--- src/rtl/note_bus_synth_if.sv ---
// Sample and note bus between the chord registers, the synthesiser and the audio sink.
// The master drives notes and sample_ready; the synthesiser (slave) drives the sample side.
interface note_bus_synth_if;
   logic [9:0]  notes;
   logic        sample_ready;
   logic        sample_valid;
   logic [15:0] sample_data;
   logic [3:0]  active_voices;
   logic        overrun;

   modport master (
      output notes,
      output sample_ready,
      input  sample_valid,
      input  sample_data,
      input  active_voices,
      input  overrun
   );

   modport slave (
      input  notes,
      input  sample_ready,
      output sample_valid,
      output sample_data,
      output active_voices,
      output overrun
   );
endinterface

--- src/rtl/note_bus_synth.sv ---
// Ten-voice square-wave chord synthesiser with a valid/ready sample output and sticky overrun.
// Optional macro CHORD_CLICKFREE_EN: voice gates change only at that voice's waveform edges.
module note_bus_synth #(
   parameter int unsigned   SAMPLE_DIV   = 1042,
   parameter int unsigned   AMPLITUDE    = 3000,
   parameter logic [199:0]  HALF_PERIODS = {20'd37922, 20'd42566, 20'd47778, 20'd50619, 20'd56818,
                                            20'd63776, 20'd71586, 20'd75843, 20'd85131, 20'd95556}
) (
   input  logic              CLOCK_50,
   input  logic              resetn,
   note_bus_synth_if.slave   bus
);

   localparam int unsigned         TICK_W    = (SAMPLE_DIV > 1) ? $clog2(SAMPLE_DIV) : 1;
   localparam logic [TICK_W-1:0]   TICK_LAST = TICK_W'(SAMPLE_DIV - 1);
   localparam logic signed [19:0]  AMP       = 20'(AMPLITUDE);

   typedef enum logic {
      OUT_EMPTY,
      OUT_FULL
   } out_state_t;

   logic [9:0]          notes_m;
   logic [9:0]          notes_s;
   logic [9:0]          phase;
   logic [9:0]          wrap;
   logic [9:0]          gate;
   logic [3:0]          gate_count;
   logic signed [19:0]  mix_sum;
   logic [15:0]         mix;
   logic [TICK_W-1:0]   tick_cnt;
   logic                tick;
   out_state_t          out_state;
   out_state_t          out_next;
   logic                load_sample;
   logic                drop_sample;
   logic [15:0]         sample_reg;
   logic [3:0]          active_reg;
   logic                overrun_reg;

   // notes comes from another clock domain, so it is resynchronised before any use
   always_ff @(posedge CLOCK_50 or negedge resetn) begin
      if (!resetn) begin
         notes_m <= '0;
         notes_s <= '0;
      end else begin
         notes_m <= bus.notes;
         notes_s <= notes_m;
      end
   end

   // Oscillators free-run regardless of gating so all voices stay phase-coherent from reset
   for (genvar v = 0; v < 10; v++) begin : g_voice
      localparam logic [19:0] LAST = HALF_PERIODS[20*v +: 20] - 20'd1;
      logic [19:0] cnt;
      logic        phase_r;

      assign wrap[v]  = (cnt == LAST);
      assign phase[v] = phase_r;

      always_ff @(posedge CLOCK_50 or negedge resetn) begin
         if (!resetn) begin
            cnt     <= '0;
            phase_r <= 1'b0;
         end else if (wrap[v]) begin
            cnt     <= '0;
            phase_r <= ~phase_r;
         end else begin
            cnt     <= cnt + 20'd1;
         end
      end
   end

   // Gate register; the click-free build only lets a voice switch on its own waveform edge
   always_ff @(posedge CLOCK_50 or negedge resetn) begin
      if (!resetn) begin
         gate <= '0;
      end else begin
`ifdef CHORD_CLICKFREE_EN
         gate <= (wrap & notes_s) | (~wrap & gate);
`else
         gate <= notes_s;
`endif
      end
   end

   // Mix and popcount; the sum fits 16 bits by construction, so plain truncation is safe
   always_comb begin
      mix_sum    = '0;
      gate_count = '0;
      for (int i = 0; i < 10; i++) begin
         if (gate[i]) begin
            mix_sum = phase[i] ? (mix_sum + AMP) : (mix_sum - AMP);
         end
         gate_count = gate_count + {3'b000, gate[i]};
      end
   end

   assign mix = 16'(mix_sum);

   always_ff @(posedge CLOCK_50 or negedge resetn) begin
      if (!resetn) begin
         tick_cnt   <= '0;
         active_reg <= '0;
      end else begin
         tick_cnt   <= tick ? '0 : tick_cnt + 1'b1;
         active_reg <= gate_count;
      end
   end

   assign tick = (tick_cnt == TICK_LAST);

   always_ff @(posedge CLOCK_50 or negedge resetn) begin
      if (!resetn) begin
         out_state <= OUT_EMPTY;
      end else begin
         out_state <= out_next;
      end
   end

   // A tick either refills the output slot or, if the sink is stalled, drops the new mix
   always_comb begin
      out_next    = out_state;
      load_sample = 1'b0;
      drop_sample = 1'b0;
      case (out_state)
         OUT_EMPTY: begin
            if (tick) begin
               load_sample = 1'b1;
               out_next    = OUT_FULL;
            end
         end
         OUT_FULL: begin
            if (tick) begin
               if (bus.sample_ready) begin
                  load_sample = 1'b1;
               end else begin
                  drop_sample = 1'b1;
               end
            end else if (bus.sample_ready) begin
               out_next = OUT_EMPTY;
            end
         end
         default: out_next = OUT_EMPTY;
      endcase
   end

   always_ff @(posedge CLOCK_50 or negedge resetn) begin
      if (!resetn) begin
         sample_reg  <= '0;
         overrun_reg <= 1'b0;
      end else begin
         if (load_sample) begin
            sample_reg <= mix;
         end
         if (drop_sample) begin
            overrun_reg <= 1'b1;
         end
      end
   end

   assign bus.sample_valid  = (out_state == OUT_FULL);
   assign bus.sample_data   = sample_reg;
   assign bus.active_voices = active_reg;
   assign bus.overrun       = overrun_reg;

endmodule
--- src/flat_wrapper.sv ---
// flat-port wrapper written by rule: the top's interface ports become plain ports
module note_bus_synth_flat 
#(
   parameter int unsigned   SAMPLE_DIV   = 1042,
   parameter int unsigned   AMPLITUDE    = 3000,
   parameter logic [199:0]  HALF_PERIODS = {20'd37922, 20'd42566, 20'd47778, 20'd50619, 20'd56818,
                                            20'd63776, 20'd71586, 20'd75843, 20'd85131, 20'd95556}
)
  (CLOCK_50, resetn, bus_notes, bus_sample_ready, bus_sample_valid, bus_sample_data, bus_active_voices, bus_overrun);
  note_bus_synth_if bus_i ();
  input  logic CLOCK_50;
  input  logic resetn;
  input wire logic [$bits(bus_i.notes)-1:0] bus_notes;
  input wire logic [$bits(bus_i.sample_ready)-1:0] bus_sample_ready;
  output wire logic [$bits(bus_i.sample_valid)-1:0] bus_sample_valid;
  output wire logic [$bits(bus_i.sample_data)-1:0] bus_sample_data;
  output wire logic [$bits(bus_i.active_voices)-1:0] bus_active_voices;
  output wire logic [$bits(bus_i.overrun)-1:0] bus_overrun;
  assign bus_i.notes = bus_notes;
  assign bus_i.sample_ready = bus_sample_ready;
  assign bus_sample_valid = bus_i.sample_valid;
  assign bus_sample_data = bus_i.sample_data;
  assign bus_active_voices = bus_i.active_voices;
  assign bus_overrun = bus_i.overrun;
  note_bus_synth #(.SAMPLE_DIV(SAMPLE_DIV), .AMPLITUDE(AMPLITUDE), .HALF_PERIODS(HALF_PERIODS)) u_core (.CLOCK_50(CLOCK_50), .resetn(resetn), .bus(bus_i));
endmodule
--- config.mk ---
export PLATFORM = sky130hd
export DESIGN_NAME = note_bus_synth_flat
export DESIGN_NICKNAME = d
export VERILOG_FILES = /design/src/rtl/note_bus_synth_if.sv /design/src/rtl/note_bus_synth.sv /design/src/flat_wrapper.sv
export SDC_FILE = /design/constraint.sdc
export NUM_CORES = 1
export LEC_CHECK = 0
export CAP_MARGIN = 20
export CORE_MARGIN = 2
export CORE_UTILIZATION = 25
export CTS_CLUSTER_DIAMETER = 150
export DETAILED_ROUTE_END_ITERATION = 7
export HOLD_SLACK_MARGIN = 0.1
export PLACE_DENSITY = 0.44
export SETUP_SLACK_MARGIN = 0.05
export SYNTH_ARGS = -nofsm -noshare
export SYNTH_HDL_FRONTEND = slang
export SYNTH_SLANG_ARGS = --single-unit
--- constraint.sdc ---
create_clock -name CLOCK_50 -period 13.25 [get_ports CLOCK_50]
set_input_delay 2.65 -clock CLOCK_50 [delete_from_list [all_inputs] [get_ports CLOCK_50]]
set_output_delay 2.65 -clock CLOCK_50 [all_outputs]
set_load 0.1 [all_outputs]
==> flow_summary_export.csv <==
group,metric,value,unit
job,max_cap_violations,0,
power,p_leak,8.75,nW
route,vias_per_cell,4.59,
cells_and_area,antenna_cells,0,
critical_path,start_kind,"flop",
synth,synthSimpleGateAreaFrac,20.1,%
placed_design,port_buffers,31,
cells_and_area,largest-register,"u_core.g_voice.cnt",
critical_path,arrival,12.02,ns
route,drt_iter0_drc,723,
timing,setup_violations,0,
power,p_switching,827,uW
timing,finClkSkew,0.0182,ns
cells_and_area,fin_cells,2799,
synth,synthTopCellsByArea,"dfrtp_1 (39%), ha_1 (8.5%), xnor2_1 (8.3%)",
cells_and_area,fin_nets,1991,
timing,fmax,86.3,MHz
critical_path,reg2reg_depth,50,
floorplan,dieWidth,267,um
worst_hold_path,hold_path.class,"reg2reg",
timing,fin_hold_ws,0.346,ns
timing,finalMaxSlewViolations,0,
timing,slew_headroom,33.3,%
synth,synth_top_area_share,39.1,%
synth,ys_seq_elements,270,
critical_path,r2r-start,"u_core.gate[0]",
synth,muxShareOfSynthArea,2.57,%
critical_path,endpoint,"u_core.bus.sample_data[15]",
route,detail_route.wl_per_cell,13.6,um
synth,ys_seq_area_share,39.1,%
clock_tree,cts_max_level,2,
synth,synth_top_family_by_area,"simple AND/OR/NAND/NOR gates",
placed_design,dp_hpwl,27400,um
cells_and_area,fillers,7146,
synth,synthCells,1805,
power,power-per-cell-area,131,nW/um^2
cells_and_area,syn2layout_area_growth,14.3,%
global_routing,grt_pass1_wl,65100,um
route,postRouteWirelength,38000,um
clock_tree,clock-root-buffer,"clkbuf_16",
route,drt-pass1-iter-count,5,
clock_tree,cts-buffers-inserted,34,
timing,min_period,11.58,ns
clock_tree,postCtsHoldBufs,0,
cells_and_area,layout_common_cells,"dfrtp_1 (270), nor2_1 (194), xnor2_1 (164)",
critical_path,cp-startpoint,"u_core.gate[0]",
placed_design,dp_cells,2739,
global_routing,grt_start_max_net_pins,124,
critical_path,path_max_fanout,9,
clock_tree,insertion_delay,0.53,ns
synth,synth_fa_ha_area_share,10.3,%
cells_and_area,drive_gt1_share,6.48,%
floorplan,core-area,68600,um^2
power,switching_share,32.1,%
route,post-route-drc-count,0,
floorplan,die_h,267,um
placed_design,place_area,18700,um^2
route,drtAntennaViolNets,0,
critical_path,r2r_end,"u_core.bus.sample_data[15]",
timing,hold_viol_final,0,
synth,yosys_warnings,0,
floorplan,die_area,71300,um^2
power,total_power,2.58,mW
power,ir_worst_vdd,64.5,uV
synth,synth-xor-area-share,14.2,%
global_routing,antenna_found_initial,0,
floorplan,ios,35,
placed_design,place.gp.congestion,0.844,
floorplan,start_util,25.2,%
route,vias,12800,
timing,rsz0062_at_grt,"false",
clock_tree,cts_max_path_buffers,3,
synth,synth_top_cell_by_area,"dfrtp_1",
global_routing,grt_overflow,0,
clock_tree,cts_tree,"yes",
power,p_seq_share,32.7,%
synth,synth-edff-count,0,
status,status,"finished clean",
synth,async_flop_share,100,%
critical_path,critical_path.max_stage_delay,0.50,ns
floorplan,num_rows,96,
timing,tns,0,ns
clock_tree,post_cts_buffers,0,
power,clkPwrFrac,34.9,%
global_routing,grt_pass1_vias,12900,
synth,synth_compound_area_share,11.3,%
critical_path,crit_path_frequent_cell,"ha_1",
clock_tree,cts.sinks,270,
timing,worst_pin_slew,0.998,ns
power,internal_power,1.75,mW
critical_path,r2r_setup_slack,1.67,ns
global_routing,grt_use_total,11.0,%
timing,fin_crit_sh,87.4,%
cells_and_area,layout_commonest_cell,"dfrtp_1",
critical_path,cp_data_required_time,13.69,ns
synth,avgSynthCellArea,9.58,um^2
power,p_comb_share,32.4,%
cells_and_area,fin_area,19800,um^2
cells_and_area,largest_reg_flops,200,
cells_and_area,seqCellArea,6760,um^2
synth,synth_flop_cell,"dfrtp_1",
critical_path,cp-end-kind,"flop",
cells_and_area,multiInputGateArea,10100,um^2
clock_tree,cts.clk_slew.worst_paths,0.06,ns
clock_tree,cts_resized,0,
synth,synthDistinctLibCells,82,
critical_path,path_class,"reg2reg",
critical_path,cpMaxStageDelayCell,"dfrtp_1",
synth,syn_area,17300,um^2
power groups by stage:
stage	logic, mW	clock network, mW	registers (mW)
4_1_cts	0.843	0.946	0.845
6_report	0.835	0.901	0.844
5_1_grt	0.935	0.984	0.845
2_1_floorplan	0.634	0	0.894
3_5_place_dp	0.837	0	0.859
3_3_place_gp	0.829	0	0.860
routing by layer:
layer  vias to the layer above  global-route usage (%)  part of all wire (%)
met5                         -                       0                     0
met4                         0                    3.26                   2.1
met3                        56                    1.67                   2.9
met2                       144                    18.3                    46
met1                      6194                    14.7                    49
li1                       6440                       -                     -
worst min-delay path by stage:
stage	start	to	slack [ns]	cells past startpoint
final	u_core.notes_s[5]	u_core.gate[5]	0.35	0
after global routing	u_core.notes_m[5]	u_core.notes_s[5]	0.36	0
after CTS	u_core.notes_s[5]	u_core.gate[5]	0.35	0
after detailed placement	u_core.notes_s[5]	u_core.gate[5]	0.34	0
after global placement	u_core.notes_s[9]	u_core.gate[9]	0.33	0
after floorplan	u_core.notes_s[0]	u_core.gate[0]	0.33	0
cell families after synthesis:
group | count (synthesis)
other cells | 1
xor+xnor | 268
flops | 270
compound gates | 291
simple gates | 699
mux | 40
buf+inv | 103
fa+ha+maj | 133
stage by stage:
step | util [%] | setup slack, ns
5_1_grt | 28.8 | 0.645
6_report | 28.8 | 1.67
4_1_cts | 28.8 | 1.58
3_3_place_gp | 27.2 | 1.84
2_1_floorplan | - | 3.10
3_5_place_dp | 27.2 | 1.65
worst max-delay path: cells and delay by family, from the launching register on:
family / cells / cell delay [ns]
DFF: 1 / 0.50
adders and majority gates: 9 / 3.04
AOI/OAI and AO/OA: 19 / 4.21
xor gates and xnor gates: 8 / 1.38
muxes: 3 / 0.67
buffers and inverters: 2 / 0.13
and+or+nand+nor: 9 / 1.58
area by class of cell:
class                           instances  share of cell area (%)
Timing Repair Buffer                   40                    1.94
Clock buffer                           49                    5.05
Tap cell                              931                    5.89
Sequential cell                       270                    34.2
Multi-Input combinational cell       1434                    51.3
Inverter                               65                    1.23
Clock inverter                         10                   0.456
Yosys cell counts, types with 4 or more instances:
| master | number |
|---|---|
| or2_2 | 7 |
| nor4b_1 | 16 |
| nor2b_1 | 23 |
| or3_1 | 18 |
| nor2_1 | 194 |
| clkbuf_1 | 26 |
| o21bai_1 | 5 |
| a31oi_1 | 16 |
| or4b_2 | 4 |
| buf_4 | 8 |
| nand4b_1 | 4 |
| xnor2_1 | 164 |
| a211oi_1 | 11 |
| nand2b_1 | 16 |
| ha_1 | 117 |
| o22ai_1 | 4 |
| nand4_1 | 31 |
| a311oi_1 | 4 |
| nor4_1 | 14 |
| a31o_2 | 8 |
| and2_1 | 11 |
| nand2_1 | 145 |
| a21o_1 | 33 |
| mux2i_1 | 11 |
| fa_1 | 16 |
| dfrtp_1 | 270 |
| o21ai_1 | 4 |
| o31a_1 | 4 |
| o21a_1 | 19 |
| o31ai_1 | 5 |
| xnor3_1 | 7 |
| nor3_1 | 36 |
| and4_1 | 8 |
| o21ai_0 | 60 |
| or4_1 | 4 |
| nand3_1 | 104 |
| a21oi_1 | 69 |
| and3_1 | 52 |
| xor2_1 | 96 |
| mux2_2 | 27 |
| inv_1 | 63 |
| o211ai_1 | 8 |
No activity file was read; power rests on OpenSTA's default activity.
